### src/rtl/q_row_fetch.sv
// Fetches the four Q-values of one state from a synchronous RAM, tracks the signed max and its
// index, and publishes the row on registered outputs with a one-cycle valid pulse.
module q_row_fetch #(
   parameter int unsigned STATE_W = 6,
   parameter int unsigned Q_W     = 32
) (
   input  logic               clk,
   input  logic               rst,
   input  logic               start,
   input  logic [STATE_W-1:0] state,
   output logic               busy,
   output logic               mem_rd_en,
   output logic [STATE_W+1:0] mem_addr,
   input  logic [Q_W-1:0]     mem_rd_data,
   output logic [Q_W-1:0]     in0,
   output logic [Q_W-1:0]     in1,
   output logic [Q_W-1:0]     in2,
   output logic [Q_W-1:0]     in3,
   output logic [Q_W-1:0]     q_max,
   output logic [1:0]         qmax_idx,
   output logic               valid,
   output logic [11:0]        iteration
);

   typedef enum logic [1:0] {StIdle, StRead, StLast, StDone} st_e;

   st_e                st_q, st_d;
   logic [STATE_W-1:0] state_q, state_d;
   logic [1:0]         a_q, a_d;
   logic [1:0]         ad_q, ad_d;
   logic               cap_q, cap_d;
   logic               busy_q, busy_d;
   logic               rd_en_q, rd_en_d;
   logic [Q_W-1:0]     w_q [4];
   logic [Q_W-1:0]     w_d [4];
   logic [Q_W-1:0]     max_q, max_d;
   logic [1:0]         idx_q, idx_d;
   logic [Q_W-1:0]     out_q [4];
   logic [Q_W-1:0]     out_d [4];
   logic [Q_W-1:0]     qmax_q, qmax_d;
   logic [1:0]         qidx_q, qidx_d;
   logic               valid_q, valid_d;
   logic [11:0]        iter_q, iter_d;

   always_comb begin
      st_d    = st_q;
      state_d = state_q;
      a_d     = a_q;
      ad_d    = a_q;
      cap_d   = rd_en_q;
      busy_d  = busy_q;
      rd_en_d = rd_en_q;
      w_d     = w_q;
      max_d   = max_q;
      idx_d   = idx_q;
      out_d   = out_q;
      qmax_d  = qmax_q;
      qidx_d  = qidx_q;
      valid_d = 1'b0;
      iter_d  = iter_q;

      // Data for the read issued last cycle; strict compare keeps the lowest index on ties.
      if (cap_q) begin
         w_d[ad_q] = mem_rd_data;
         if (ad_q == 2'd0 || $signed(mem_rd_data) > $signed(max_q)) begin
            max_d = mem_rd_data;
            idx_d = ad_q;
         end
      end

      unique case (st_q)
         StIdle, StDone: begin
            st_d = StIdle;
            if (start) begin
               st_d    = StRead;
               state_d = state;
               a_d     = 2'd0;
               busy_d  = 1'b1;
               rd_en_d = 1'b1;
            end
         end
         StRead: begin
            a_d = a_q + 2'd1;
            if (a_q == 2'd3) begin
               rd_en_d = 1'b0;
               st_d    = StLast;
            end
         end
         StLast: begin
            // w[3] arrives this cycle, so the outputs take it straight from the RAM.
            st_d     = StDone;
            busy_d   = 1'b0;
            valid_d  = 1'b1;
            out_d[0] = w_q[0];
            out_d[1] = w_q[1];
            out_d[2] = w_q[2];
            out_d[3] = mem_rd_data;
            qmax_d   = max_d;
            qidx_d   = idx_d;
            if (iter_q != 12'hFFF) iter_d = iter_q + 12'd1;
         end
         default: st_d = StIdle;
      endcase
   end

   always_ff @(posedge clk) begin
      if (rst) begin
         st_q    <= StIdle;
         state_q <= '0;
         a_q     <= '0;
         ad_q    <= '0;
         cap_q   <= 1'b0;
         busy_q  <= 1'b0;
         rd_en_q <= 1'b0;
         for (int i = 0; i < 4; i++) begin
            w_q[i]   <= '0;
            out_q[i] <= '0;
         end
         max_q   <= '0;
         idx_q   <= '0;
         qmax_q  <= '0;
         qidx_q  <= '0;
         valid_q <= 1'b0;
         iter_q  <= '0;
      end else begin
         st_q    <= st_d;
         state_q <= state_d;
         a_q     <= a_d;
         ad_q    <= ad_d;
         cap_q   <= cap_d;
         busy_q  <= busy_d;
         rd_en_q <= rd_en_d;
         w_q     <= w_d;
         max_q   <= max_d;
         idx_q   <= idx_d;
         out_q   <= out_d;
         qmax_q  <= qmax_d;
         qidx_q  <= qidx_d;
         valid_q <= valid_d;
         iter_q  <= iter_d;
      end
   end

   assign busy      = busy_q;
   assign mem_rd_en = rd_en_q;
   assign mem_addr  = {state_q, a_q};
   assign in0       = out_q[0];
   assign in1       = out_q[1];
   assign in2       = out_q[2];
   assign in3       = out_q[3];
   assign q_max     = qmax_q;
   assign qmax_idx  = qidx_q;
   assign valid     = valid_q;
   assign iteration = iter_q;

endmodule

### config.mk
export PLATFORM = sky130hd
export DESIGN_NAME = q_row_fetch
export DESIGN_NICKNAME = d
export VERILOG_FILES = /design/src/rtl/q_row_fetch.sv
export SDC_FILE = /design/constraint.sdc
export NUM_CORES = 1
export LEC_CHECK = 0
export ABC_AREA = 1
export ABC_CLOCK_PERIOD_IN_PS = 2790
export CORE_MARGIN = 3
export CORE_UTILIZATION = 52
export CTS_CLUSTER_DIAMETER = 120
export DETAILED_ROUTE_END_ITERATION = 8
export PLACE_DENSITY = 0.79
export SYNTH_ARGS = -nofsm -noshare
export SYNTH_HDL_FRONTEND = slang
export SYNTH_SLANG_ARGS = --single-unit
### constraint.sdc
create_clock -name clk -period 2.79 [get_ports clk]
set_input_delay 0.558 -clock clk [delete_from_list [all_inputs] [get_ports clk]]
set_output_delay 0.558 -clock clk [all_outputs]
set_load 0.1 [all_outputs]
==> reports/metrics.csv <==
metric;value;unit
DIE AREA;0.0255;mm2
DRT Wirelength;35.3;mm
Global Route Usage Sum;26.7;%
gpl congestion;0.860;
clk buf depth;3;
Total Neg Setup Slack;0;ns
DR WL/cell;16.5;um
clk_skew;0.0123;ns
Post-Place Worst Slack;-0.213;ns
FF-to-FF End;q_max[31]$_SDFFE_PP0P_;
fmax;0.398;GHz
sequential share of power;29.4;%
syn avg cell area;7.71;um2
WP data arrival;2.91;ns
WHS Endpoint;busy$_SDFFE_PP0P_;
Worst-Skew Late Latency;0.50;ns
CTS root buf;clkbuf_16;
post-CTS setup buffer count;0;
final setup fails;0;
Worst Path Required;3.19;ns
Final WS setup;0.275;ns
drt drc;0;
Worst-Margin Slew;0.773;ns
initial antenna violation count;4;
final core utilization;68.4;%
clock-pin slew on the worst setup and hold paths;0.06;ns
vias per cell;5.30;
status;complete, no violations;
Hold Buf Count CTS;0;
via count;11400;
Max rail drop VDD;1.02;mV
metal2 WL;16.1;mm
Critical Path End Type;register;
clock share of power;21.8;%
Startpoint Class;input port;
reg2reg path depth;18;
Post-DP HPWL;23.5;mm
Hold Vio Cnt, Final;0;
Slew Viols, Final;0;
RSZ-0062 raised after global routing;false;
cts repair resizes;0;
Layout Nets;1882;
PD cells;1340;mW/mm2
sequential element share of the synthesized area;52.2;%
I/O pin total;226;
H-tree Lvls;2;
fraction of layout cells with a size suffix above 1;18.2;%
row count;55;
Starting Density;53.5;%
DIE WIDTH;160;um
RR Startpoint;max_q[5]$_SDFF_PP0_;
CTS buffer count;34;
Syn Inst Count;1591;
Crit Path Class;input port to register;
fin crit share;90.1;%
initial drt markers;1004;
most frequent cells in the layout;424 x nor2_1, 320 x dfxtp_1, 244 x o21ai_0;
Syn Nets;1668;
Slew HR;48.4;%
pin count of the biggest net entering global routing;180;
total gr overflow;0;
Power Internal;10400;uW
Distinct cells, synth;28;
vias in the first global route;10700;
class of the worst hold path;register to register;
chip height;160;um
MaxCap Viol Count;0;
first-pass GRT wire length;55.7;mm
max layer used;met5;
Net Sw Power;10500;uW
TritonCTS clock tree;built;
hold path start;busy$_SDFFE_PP0P_;
placed cell count;2082;
P_leak;0.00733;uW
WL met3;2.64;mm
Ys Warns;0;
CP max FO;34;
#FFs+latches synth;320;
Non-Filler Instances;2144;
most common cell after layout, fill and taps aside;nor2_1;
WHS Path Cells;2;
iteration count of the initial detailed-routing pass;7;
Net Sw Frac;50.3;%
CTS Sinks;320;
routed length on met1;15.4;mm
flop2flop setup slack;0.47;ns
Tot Pwr;20900;uW
post-route antenna net violation count;0;
Area Overhead vs Synth;27.7;%
Comb power frac;48.8;%
Port Buffers;225;
area of the mapped netlist;0.0123;mm2
min Tclk post-route;2.51;ns
Core Area;0.0229;mm2
==> kinds of logic after synthesis <==
family / share of synthesized area (%)
AND/OR/NAND/NOR: 21.6
AO/OA/AOI/OAI: 15.4
buffers and inverters: 7.16
adder cells (fa/ha/maj): 3.67
flip-flops: 52.2
==> final cells by class <==
type	instances	area, um2
diodes	3	7.51
clock buffers	53	1060
clock inverters	6	80.1
fillers	1900	7250
inverters	119	454
multi-input cells	1053	5010
flip-flops and latches	320	6410
well taps	313	392
repair buffers	277	2260
==> cells in the mapped netlist <==
master	n	area [um2]
o31ai_1	1	7.51
nand2_2	31	194
and3_1	1	6.26
nor2_2	2	12.5
clkbuf_1	86	323
o21ai_0	244	1220
a21o_1	1	7.51
nand4_1	2	12.5
nand2_1	91	342
o21a_1	2	15.0
nor4_2	1	12.5
dfxtp_1	320	6410
inv_1	114	428
buf_2	4	20.0
nor2_1	424	1590
buf_8	1	15.0
inv_2	2	7.51
nand3_1	80	400
ha_1	36	450
buf_4	3	22.5
nor3_1	7	35.0
nand2_8	1	20.0
clkinv_1	3	11.3
nor3b_1	1	7.51
buf_1	3	11.3
buf_12	2	40.0
a21oi_1	127	636
nand2_4	1	11.3
==> critical path: stages <==
cell	delay, ns
clkdlybuf4s50_1	0.56
ha_1	0.38
nand2_1	0.07
nor2_1	0.13
nand4_1	0.11
nor2_2	0.11
nand2_1	0.07
nand3_1	0.09
nand2_2	0.08
nand2_4	0.12
nand2_8	0.23
nand2_1	0.17
nand3_1	0.08
nand2_1	0.10
inv_1	0.04
==> routing by layer <==
metal | vias up | GRT usage (%)
met5 | - | 0
met4 | 2 | 11.0
met3 | 79 | 4.81
met2 | 415 | 42.6
met1 | 5303 | 35.8
li1 | 5563 | -
==> worst max path at each step <==
stage,startpoint,slack (ns),cells past startpoint,end
after CTS,mem_rd_data[23],0.29,15,q_max[31]$_SDFFE_PP0P_
after global routing,mem_rd_data[1],0.08,20,qmax_idx[1]$_SDFFE_PP0P_
after detailed placement,mem_rd_data[23],-0.21,16,qmax_idx[0]$_SDFFE_PP0P_
after global placement,mem_rd_data[23],-0.18,16,q_max[22]$_SDFFE_PP0P_
final,mem_rd_data[23],0.28,15,q_max[31]$_SDFFE_PP0P_
after floorplan,iteration[6]$_SDFFE_PP0P_,0.49,9,iteration[7]$_SDFFE_PP0P_
==> flip-flops by register name (all words and copies together), names as in the netlist <==
register / cells
mem_rd_en: 1
idx_q: 2
state_q: 6
qmax_idx: 2
valid: 1
ad_q: 2
w_q: 96
in1: 32
iteration: 12
cap_q: 1
in0: 32
max_q: 32
in3: 32
busy: 1
st_q: 2
a_q: 2
q_max: 32
in2: 32
==> power groups by stage <==
| stage | combinational, uW | sequential [uW] | clock, uW |
|---|---|---|---|
| 2_1_floorplan | 2470 | 11700 | 0 |
| 4_1_cts | 10200 | 6150 | 4620 |
| 3_3_place_gp | 10100 | 6220 | 0 |
| 6_report | 10200 | 6160 | 4570 |
| 3_5_place_dp | 10200 | 6230 | 0 |
| 5_1_grt | 10800 | 6260 | 4800 |
==> through the flow <==
| stage | hold slack (ns) | cell area [um2] |
|---|---|---|
| finish | 0.467 | 15700 |
| global route | 0.493 | 15700 |
| detailed placement | 0.460 | 14500 |
| floorplan | 0.450 | 12300 |
| CTS | 0.468 | 15700 |
| global placement | 0.450 | 14500 |
Power figures use the tool's default switching activity.
